$ cat config.mk
export PLATFORM = sky130hd
export DESIGN_NAME = dout_serializer
export DESIGN_NICKNAME = d
export VERILOG_FILES = /design/src/rtl/dout_serializer.sv
export SDC_FILE = /design/constraint.sdc
export NUM_CORES = 1
export LEC_CHECK = 0
export CORE_MARGIN = 5
export CORE_UTILIZATION = 50
export CTS_CLUSTER_SIZE = 16
export DETAILED_ROUTE_END_ITERATION = 10
export GPL_ROUTABILITY_DRIVEN = 1
export GPL_TIMING_DRIVEN = 1
export PLACE_DENSITY_LB_ADDON = 0.25
export SKIP_CTS_REPAIR_TIMING = 1
export SYNTH_ARGS = -nofsm -noshare
export SYNTH_HDL_FRONTEND = slang
export SYNTH_SLANG_ARGS = --single-unit
$ cat constraint.sdc
create_clock -name clk -period 2.5 [get_ports clk]
set_input_delay 0.375 -clock clk [delete_from_list [all_inputs] [get_ports clk]]
set_output_delay 0.375 -clock clk [all_outputs]
set_load 0.02 [all_outputs]
$ cat src/rtl/dout_serializer.sv
// dout_serializer
// Splits each 256-bit upstream result word into LANES beats of LANE_W bits
// and streams them out lane 0 first, with valid/busy handshaking on both sides.
// A new word may be accepted on the same edge as the final beat of the
// current word, so back-to-back words stream with no bubble cycle.
//
// Optional feature: define DOUT_SERIALIZER_CHECKSUM_EN to append one checksum
// beat per word (sum of all lanes, modulo 2^LANE_W). Without it, no
// accumulator or SUM state exists and out_chk is tied to 0.
//
// Ports
//   clk       : single clock, rising edge
//   rst       : asynchronous reset, active low
//   in_busy   : input side not accepting a word
//   in_vld    : in_data valid
//   in_data   : upstream word, lane k = bits [k*LANE_W +: LANE_W]
//   out_busy  : downstream stall
//   out_vld   : out_data valid
//   out_data  : current lane or checksum
//   out_idx   : lane index of the current beat (0 on the checksum beat)
//   out_last  : final beat of a word
//   out_chk   : current beat is the checksum beat
//
// state  | meaning
// IDLE   | no word held, waiting for an input transfer
// SEND   | presenting lane[cnt_q] of the held word
// SUM    | presenting the checksum beat (checksum builds only)
module dout_serializer #(
  parameter int LANE_W = 16,
  parameter int LANES  = 16
) (
  input  logic                      clk,
  input  logic                      rst,
  output logic                      in_busy,
  input  logic                      in_vld,
  input  logic [LANE_W*LANES-1:0]   in_data,
  input  logic                      out_busy,
  output logic                      out_vld,
  output logic [LANE_W-1:0]         out_data,
  output logic [3:0]                out_idx,
  output logic                      out_last,
  output logic                      out_chk
);

  typedef enum logic [1:0] {
    S_IDLE,
    S_SEND
`ifdef DOUT_SERIALIZER_CHECKSUM_EN
    , S_SUM
`endif
  } state_t;

  state_t                    state_q, state_d;
  logic [LANE_W*LANES-1:0]   hold_q;
  logic [3:0]                cnt_q;
  logic [3:0]                cnt_inc;
  logic [LANE_W-1:0]         lane_data;
  logic                      last_lane;
  logic                      load;
  logic                      adv;
`ifdef DOUT_SERIALIZER_CHECKSUM_EN
  logic [LANE_W-1:0]         chk_q;
`endif

  assign lane_data = hold_q[cnt_q*LANE_W +: LANE_W];
  assign last_lane = (cnt_q == 4'(LANES - 1));
  assign cnt_inc   = last_lane ? 4'd0 : cnt_q + 4'd1;

  always_ff @(posedge clk or negedge rst) begin
    if (!rst) state_q <= S_IDLE;
    else      state_q <= state_d;
  end

  always_comb begin
    state_d  = state_q;
    in_busy  = 1'b0;
    out_vld  = 1'b0;
    out_data = '0;
    out_idx  = '0;
    out_last = 1'b0;
    out_chk  = 1'b0;
    load     = 1'b0;
    adv      = 1'b0;
    case (state_q)
      S_IDLE: begin
        if (in_vld) begin
          load    = 1'b1;
          state_d = S_SEND;
        end
      end
      S_SEND: begin
        out_vld  = 1'b1;
        out_data = lane_data;
        out_idx  = cnt_q;
        in_busy  = 1'b1;
`ifndef DOUT_SERIALIZER_CHECKSUM_EN
        out_last = last_lane;
        // final lane transferring: input side opens for this cycle only
        if (last_lane && !out_busy) in_busy = 1'b0;
`endif
        if (!out_busy) begin
          adv = 1'b1;
          if (last_lane) begin
`ifdef DOUT_SERIALIZER_CHECKSUM_EN
            state_d = S_SUM;
`else
            load    = in_vld;
            state_d = in_vld ? S_SEND : S_IDLE;
`endif
          end
        end
      end
`ifdef DOUT_SERIALIZER_CHECKSUM_EN
      S_SUM: begin
        out_vld  = 1'b1;
        out_data = chk_q;
        out_chk  = 1'b1;
        out_last = 1'b1;
        in_busy  = out_busy;
        if (!out_busy) begin
          load    = in_vld;
          state_d = in_vld ? S_SEND : S_IDLE;
        end
      end
`endif
      default: state_d = S_IDLE;
    endcase
  end

  always_ff @(posedge clk or negedge rst) begin
    if (!rst) begin
      hold_q <= '0;
      cnt_q  <= '0;
    end else if (load) begin
      hold_q <= in_data;
      cnt_q  <= '0;
    end else if (adv) begin
      cnt_q  <= cnt_inc;
    end
  end

`ifdef DOUT_SERIALIZER_CHECKSUM_EN
  always_ff @(posedge clk or negedge rst) begin
    if (!rst)      chk_q <= '0;
    else if (load) chk_q <= '0;
    else if (adv)  chk_q <= chk_q + lane_data;
  end
`endif

endmodule

==> results of run 1 <==
path summary, 6_finish.rpt:
| kind | slack (ns) | end | from |
|---|---|---|---|
| max | -0.30 | out_data[13] | cnt_q[0]$_DFFE_PN0P_ |
| min | 0.43 | hold_q[44]$_DFFE_PN0P_ | in_data[44] |
| max reg2reg | -0.15 | hold_q[153]$_DFFE_PN0P_ | cnt_q[0]$_DFFE_PN0P_ |
| min reg2reg | 0.48 | hold_q[62]$_DFFE_PN0P_ | hold_q[62]$_DFFE_PN0P_ |
| max in group asynchronous | 1.32 | hold_q[165]$_DFFE_PN0P_ | rst |
| min in group asynchronous | 0.45 | hold_q[170]$_DFFE_PN0P_ | rst |
sequential cells by signal (all words and copies together), names as in the netlist:
name / cells
state_q: 1
cnt_q: 4
hold_q: 256
cell families (layout without fill, tap and decap cells):
group | after synthesis | after routing | share of synthesized area (%)
muxes | 369 | 369 | 34.64
DFF | 261 | 261 | 53.85
and+or+nand+nor | 75 | 75 | 3.053
AOI/OAI and AO/OA | 63 | 63 | 3.755
buffers and inverters | 63 | 434 | 4.498
adders and majority gates | 1 | 1 | 0.1031
other | 1 | 2 | 0.03092
xor gates and xnor gates | 1 | 1 | 0.07222
metrics by stage:
step | hold WS (ns) | power [mW] | cells | TNS [ns]
2_1_floorplan | 0.07941 | 11.73 | 834 | 0
4_1_cts | -0.1229 | 19.73 | 1488 | -12.37
5_1_grt | 0.4222 | 21.47 | 1530 | -47.96
3_3_place_gp | 0.4346 | 15.02 | 1435 | -1.957
3_5_place_dp | 0.4417 | 15.21 | 1435 | -2.199
6_report | 0.4257 | 20.41 | 1530 | -26.44
metal layers:
layer | up-vias | track usage, % | routed length, microns
li1 | 3762 | - | -
met1 | 4339 | 32.07 | 15020
met2 | 302 | 39.47 | 17700
met5 | - | 0 | 33
met3 | 70 | 6.879 | 2694
met4 | 6 | 7.353 | 1040
synthesized netlist by cell type, drive strengths merged, types with 2 or more instances:
library cell	number
o211ai	3
mux4	15
and2	5
nor2	6
inv	3
buf	47
a22oi	49
clkbuf	12
nand3	28
dfrtp	261
mux2i	98
o21ai	6
o22ai	2
a21oi	2
nor2b	4
mux2	256
nand2b	9
nand2	21
power groups by stage:
stage	clock network [mW]	logic [mW]	registers, mW
6_report	4.43	8.56	7.42
5_1_grt	4.68	9.10	7.68
4_1_cts	4.49	7.90	7.34
3_5_place_dp	0	7.82	7.39
3_3_place_gp	0	7.73	7.28
2_1_floorplan	0	4.72	7.01
area by class of cell:
cell class                 instances  area, sq um  share of cell area [%]
antenna                            1        2.502                 0.01444
clock buffer                      48        947.2                   5.466
clock inverter                     5        75.07                  0.4332
inverter                           4        18.77                  0.1083
multi-input combinational        510         5270                   30.41
sequential                       261         6535                   37.71
tap                              324        405.4                   2.339
timing repair buffer             377         4075                   23.52
==> impl_metrics.tcl, run 1 <==
set metrics [dict create \
    p_int_mw 13.41 \
    rows 57 \
    finalCritPeriodShare_pct 112.0 \
    fmax_mhz 357.3 \
    slew_violations 0 \
    synth.top_cell.area_share_pct 53.85 \
    async_flop_share_pct 100.0 \
    antenna_found_initial 4 \
    ys_ff_latch 261 \
    drc 0 \
    wl_per_cell_microns 23.85 \
    r2r_cells 10 \
    clk_path_buf_depth 3 \
    max_slew.worst_pin.slew_ns 0.6924 \
    clk_latency_ns 0.55 \
    cp_top_family "buffers and inverters" \
    clockPowerShare_pct 21.7 \
    rsz0062_at_grt "true" \
    p_leak_nw 7.537 \
    most-common-layout-cells "dfrtp_1, clkdlybuf4s50_1, mux2_1, mux2i_1, buf_4" \
    crit_arrival_ns 2.42 \
    hp-class "input pin to register" \
    cp_max_fo 8 \
    synthTopCellsByArea "dfrtp_1, mux2_1, mux2i_1" \
    yosys.area.top_type "dfrtp_1" \
    synth_cell_types 32 \
    comb_power_share_pct 41.9 \
    cp.depth 9 \
    antenna_left 0 \
    slew_headroom_pct 53.84 \
    max_stage_delay_ns 0.53 \
    viasPerCell 5.542 \
    required_ns 2.12 \
    yosys_warnings 0 \
    dieWidth_microns 165.8 \
    clockRootBuffer "clkbuf_16" \
    synth-edff-count 0 \
    die-area_sq_mm 0.02747 \
    syn-num-nets 1095 \
    grt_overflow_total 0 \
    setup_violations 272 \
    power.density_mw_per_mm2 1178 \
    crit_buf_inv 5 \
    fin_util_pct 71.89 \
    swShare_pct 34.29 \
    fin_skew_ns 0.01861 \
    synthToLayoutAreaGrowth_pct 42.87 \
    syn_area_sq_mm 0.01213 \
    finish.net_count 1444 \
    status "finished, violations left" \
    grt_pass1_wl_mm 52.43 \
    hold_viol 0 \
    drt_wl_total_mm 36.48 \
    path_class "register to output pin" \
    avgSynthCellArea_sq_um 14.54 \
    grt_pass1_vias 9011 \
    dpl.hpwl_mm 25.26 \
    power_frac_seq_pct 36.3 \
    grt_start_max_net_pins 87 \
    start_kind "register" \
    cts.sinks 261 \
    maxCapViolCount 0 \
    clkTransAtPathRegs_ns 0.06 \
    place_area_sq_mm 0.01547 \
    violations "setup timing" \
    layout-drive-gt1-share_pct 23.32 \
    gp_congestion 0.8949 \
    grtUsageTotal_pct 24.30 \
    cts_buffers 29 \
    dr.pass1.iters 5 \
    start_util_pct 50.32 \
    synth_flop_cell "dfrtp_1" \
    end_kind "output pin" \
    min_period_ns 2.799 \
    ioPinCount 284 \
    slowest_stage "dfrtp_4" \
    nFillCells 1715 \
    worst_slack_ns -0.2990 \
    die_h_microns 165.8 \
    ir_worst_vdd_v 0.0005586 \
    worstPathCellList "buf_6, buf_6, clkbuf_16, buf_4, mux2i_1, a22oi_1, nand3_1, nand2_1, buf_4" \
    switchingPower_mw 6.998 \
    cts_tree "built" \
    hold_depth 2 \
    yosysSeqAreaShare_pct 53.85 \
    drtIter0Drc 481 \
    dp_slack_ns -0.2170 \
    vias 8479 \
    syn_inst 834 \
    portBuffers 282 \
    stdcell_area_sq_mm 0.01733 \
    coreArea_sq_mm 0.02411 \
    cts.htree.levels 1 \
]
No activity file was read; power rests on OpenSTA's default activity.
==> run 2: changes to the inputs <==
--- a/config.mk
+++ b/config.mk
@@ -12,6 +12,7 @@
 export GPL_ROUTABILITY_DRIVEN = 1
 export GPL_TIMING_DRIVEN = 1
 export PLACE_DENSITY_LB_ADDON = 0.25
+export REMOVE_ABC_BUFFERS = 1
 export SKIP_CTS_REPAIR_TIMING = 1
 export SYNTH_ARGS = -nofsm -noshare
 export SYNTH_HDL_FRONTEND = slang
==> run 2 against run 1 <==
Effect of this change:
- the flow still finishes with violations (setup timing)
- sequential share of layout area increased by 0.94 points
- power down 4.7%
- sequential cell count unchanged
- cell count shrank 0.98%
- clock skew shrank 0.0063 ns
- largest power group unchanged
- count of clock-buffer cells in the layout down 7
==> impl_metrics.tcl, run 2 (synthesis results as in run 1) <==
set metrics [dict create \
    drt_wl_total_mm 32.24 \
    drtIter0Drc 422 \
    layout-drive-gt1-share_pct 21.24 \
    reg2reg_slack_ns 0.09 \
    required_ns 2.12 \
    ioPinCount 284 \
    seq_area_sq_mm 0.006539 \
    layout_commonest_cell "clkdlybuf4s50_1" \
    ir_worst_vdd_v 0.0005926 \
    setup_violations 12 \
    clk_latency_ns 0.53 \
    coreArea_sq_mm 0.02411 \
    dp_slack_ns -0.1114 \
    crit_arrival_ns 2.21 \
    grt_pass1_wl_mm 48.67 \
    hp-class "input pin to asynchronous set/reset pin" \
    vias 8112 \
    start_kind "register" \
    finalCritPeriodShare_pct 103.3 \
    grtUsageTotal_pct 21.89 \
    fin_hold_ws_ns 0.3789 \
    antenna_found_initial 0 \
    dieWidth_microns 165.8 \
    violations "setup timing" \
    multi_input_area_sq_mm 0.005230 \
    finish.net_count 1431 \
    largestRegisters "hold_q x256, cnt_q x4, state_q x1" \
    die-area_sq_mm 0.02747 \
    grt_start_max_net_pins 68 \
    fin_setup_tns_ns -0.5876 \
    rsz0062_at_grt "true" \
    cts.sinks 261 \
    largest_reg_flops 256 \
    portBuffers 282 \
    min_period_ns 2.584 \
    grt_pass1_vias 8774 \
    gp_congestion 0.8098 \
    grt_overflow_total 0 \
    regMostFlops "hold_q" \
    maxCapViolCount 0 \
    antenna_left 0 \
    wl_per_cell_microns 21.28 \
    slew_headroom_pct 58.87 \
    cp_max_fo 7 \
    die_h_microns 165.8 \
    fin_skew_ns 0.01231 \
    drc 0 \
    cts_tree "built" \
    slew_violations 0 \
    diodes 0 \
    most-common-layout-cells "clkdlybuf4s50_1, dfrtp_1, mux2_1, mux2i_1, mux2_2" \
    path_class "register to output pin" \
    status "finished, violations left" \
    clkTransAtPathRegs_ns 0.06 \
    hold_viol 0 \
    worst_slack_ns -0.08371 \
    nFillCells 1750 \
    dpl.hpwl_mm 21.71 \
    rows 57 \
    clk_path_buf_depth 3 \
    power.density_mw_per_mm2 1150 \
    max_slew.worst_pin.slew_ns 0.6157 \
    start_util_pct 50.32 \
    viasPerCell 5.354 \
    fmax_mhz 387.0 \
    synthToLayoutAreaGrowth_pct 39.47 \
    end_kind "output pin" \
    clockRootBuffer "clkbuf_16" \
    p_leak_nw 7.418 \
    cts.htree.levels 1 \
    cts_buffers 29 \
    dr.pass1.iters 4 \
    p_total_mw 19.46 \
]
[run 2: cell type report]
cell class	instances	share of cell area (%)
clock buffer	41	4.793
clock inverter	11	0.6213
inverter	4	0.1109
multi-input combinational	512	30.92
sequential	261	38.65
tap	324	2.396
timing repair buffer	362	22.51
[run 2: worst max-delay path, cell delays in order, from the launching register on]
cell	delay (ns)
dfrtp_4	0.47
buf_6	0.14
buf_12	0.13
mux4_2	0.49
o211ai_1	0.16
o21ai_1	0.11
buf_4	0.17
[run 2: where the power goes]
group / internal [mW] / leakage [nW] / switching (mW)
clock network: 2.45 / 0.459 / 1.62
logic: 4.39 / 3.79 / 3.68
registers: 6.30 / 3.17 / 1.02
total: 13.1 / 7.42 / 6.32
[run 2: metal layers]
| layer | global-route usage, % | routed length [microns] |
|---|---|---|
| met1 | 29.47 | 13560 |
| met2 | 37.04 | 16300 |
| met3 | 4.142 | 1646 |
| met4 | 5.416 | 737 |
| met5 | 0 | 0 |
[run 2: path summary, 6_finish.rpt]
| path | startpoint | endpoint | cells after the start |
|---|---|---|---|
| max in group asynchronous | rst | hold_q[223]$_DFFE_PN0P_ | 3 |
| worst max-delay path | cnt_q[0]$_DFFE_PN0P_ | out_data[1] | 6 |
| worst min register to register | hold_q[98]$_DFFE_PN0P_ | hold_q[98]$_DFFE_PN0P_ | 1 |
| worst min-delay path | rst | hold_q[100]$_DFFE_PN0P_ | 2 |
| min in group clk | in_data[89] | hold_q[89]$_DFFE_PN0P_ | 2 |
| worst max register to register | cnt_q[0]$_DFFE_PN0P_ | hold_q[238]$_DFFE_PN0P_ | 9 |
[run 2: through the flow]
stage	utilization, %	cells	area [sq um]
floorplan	-	775	11600
global placement	63.98	1428	15420
detailed placement	63.98	1428	15420
CTS	67.78	1480	16340
global route	70.18	1515	16920
finish	70.18	1515	16920
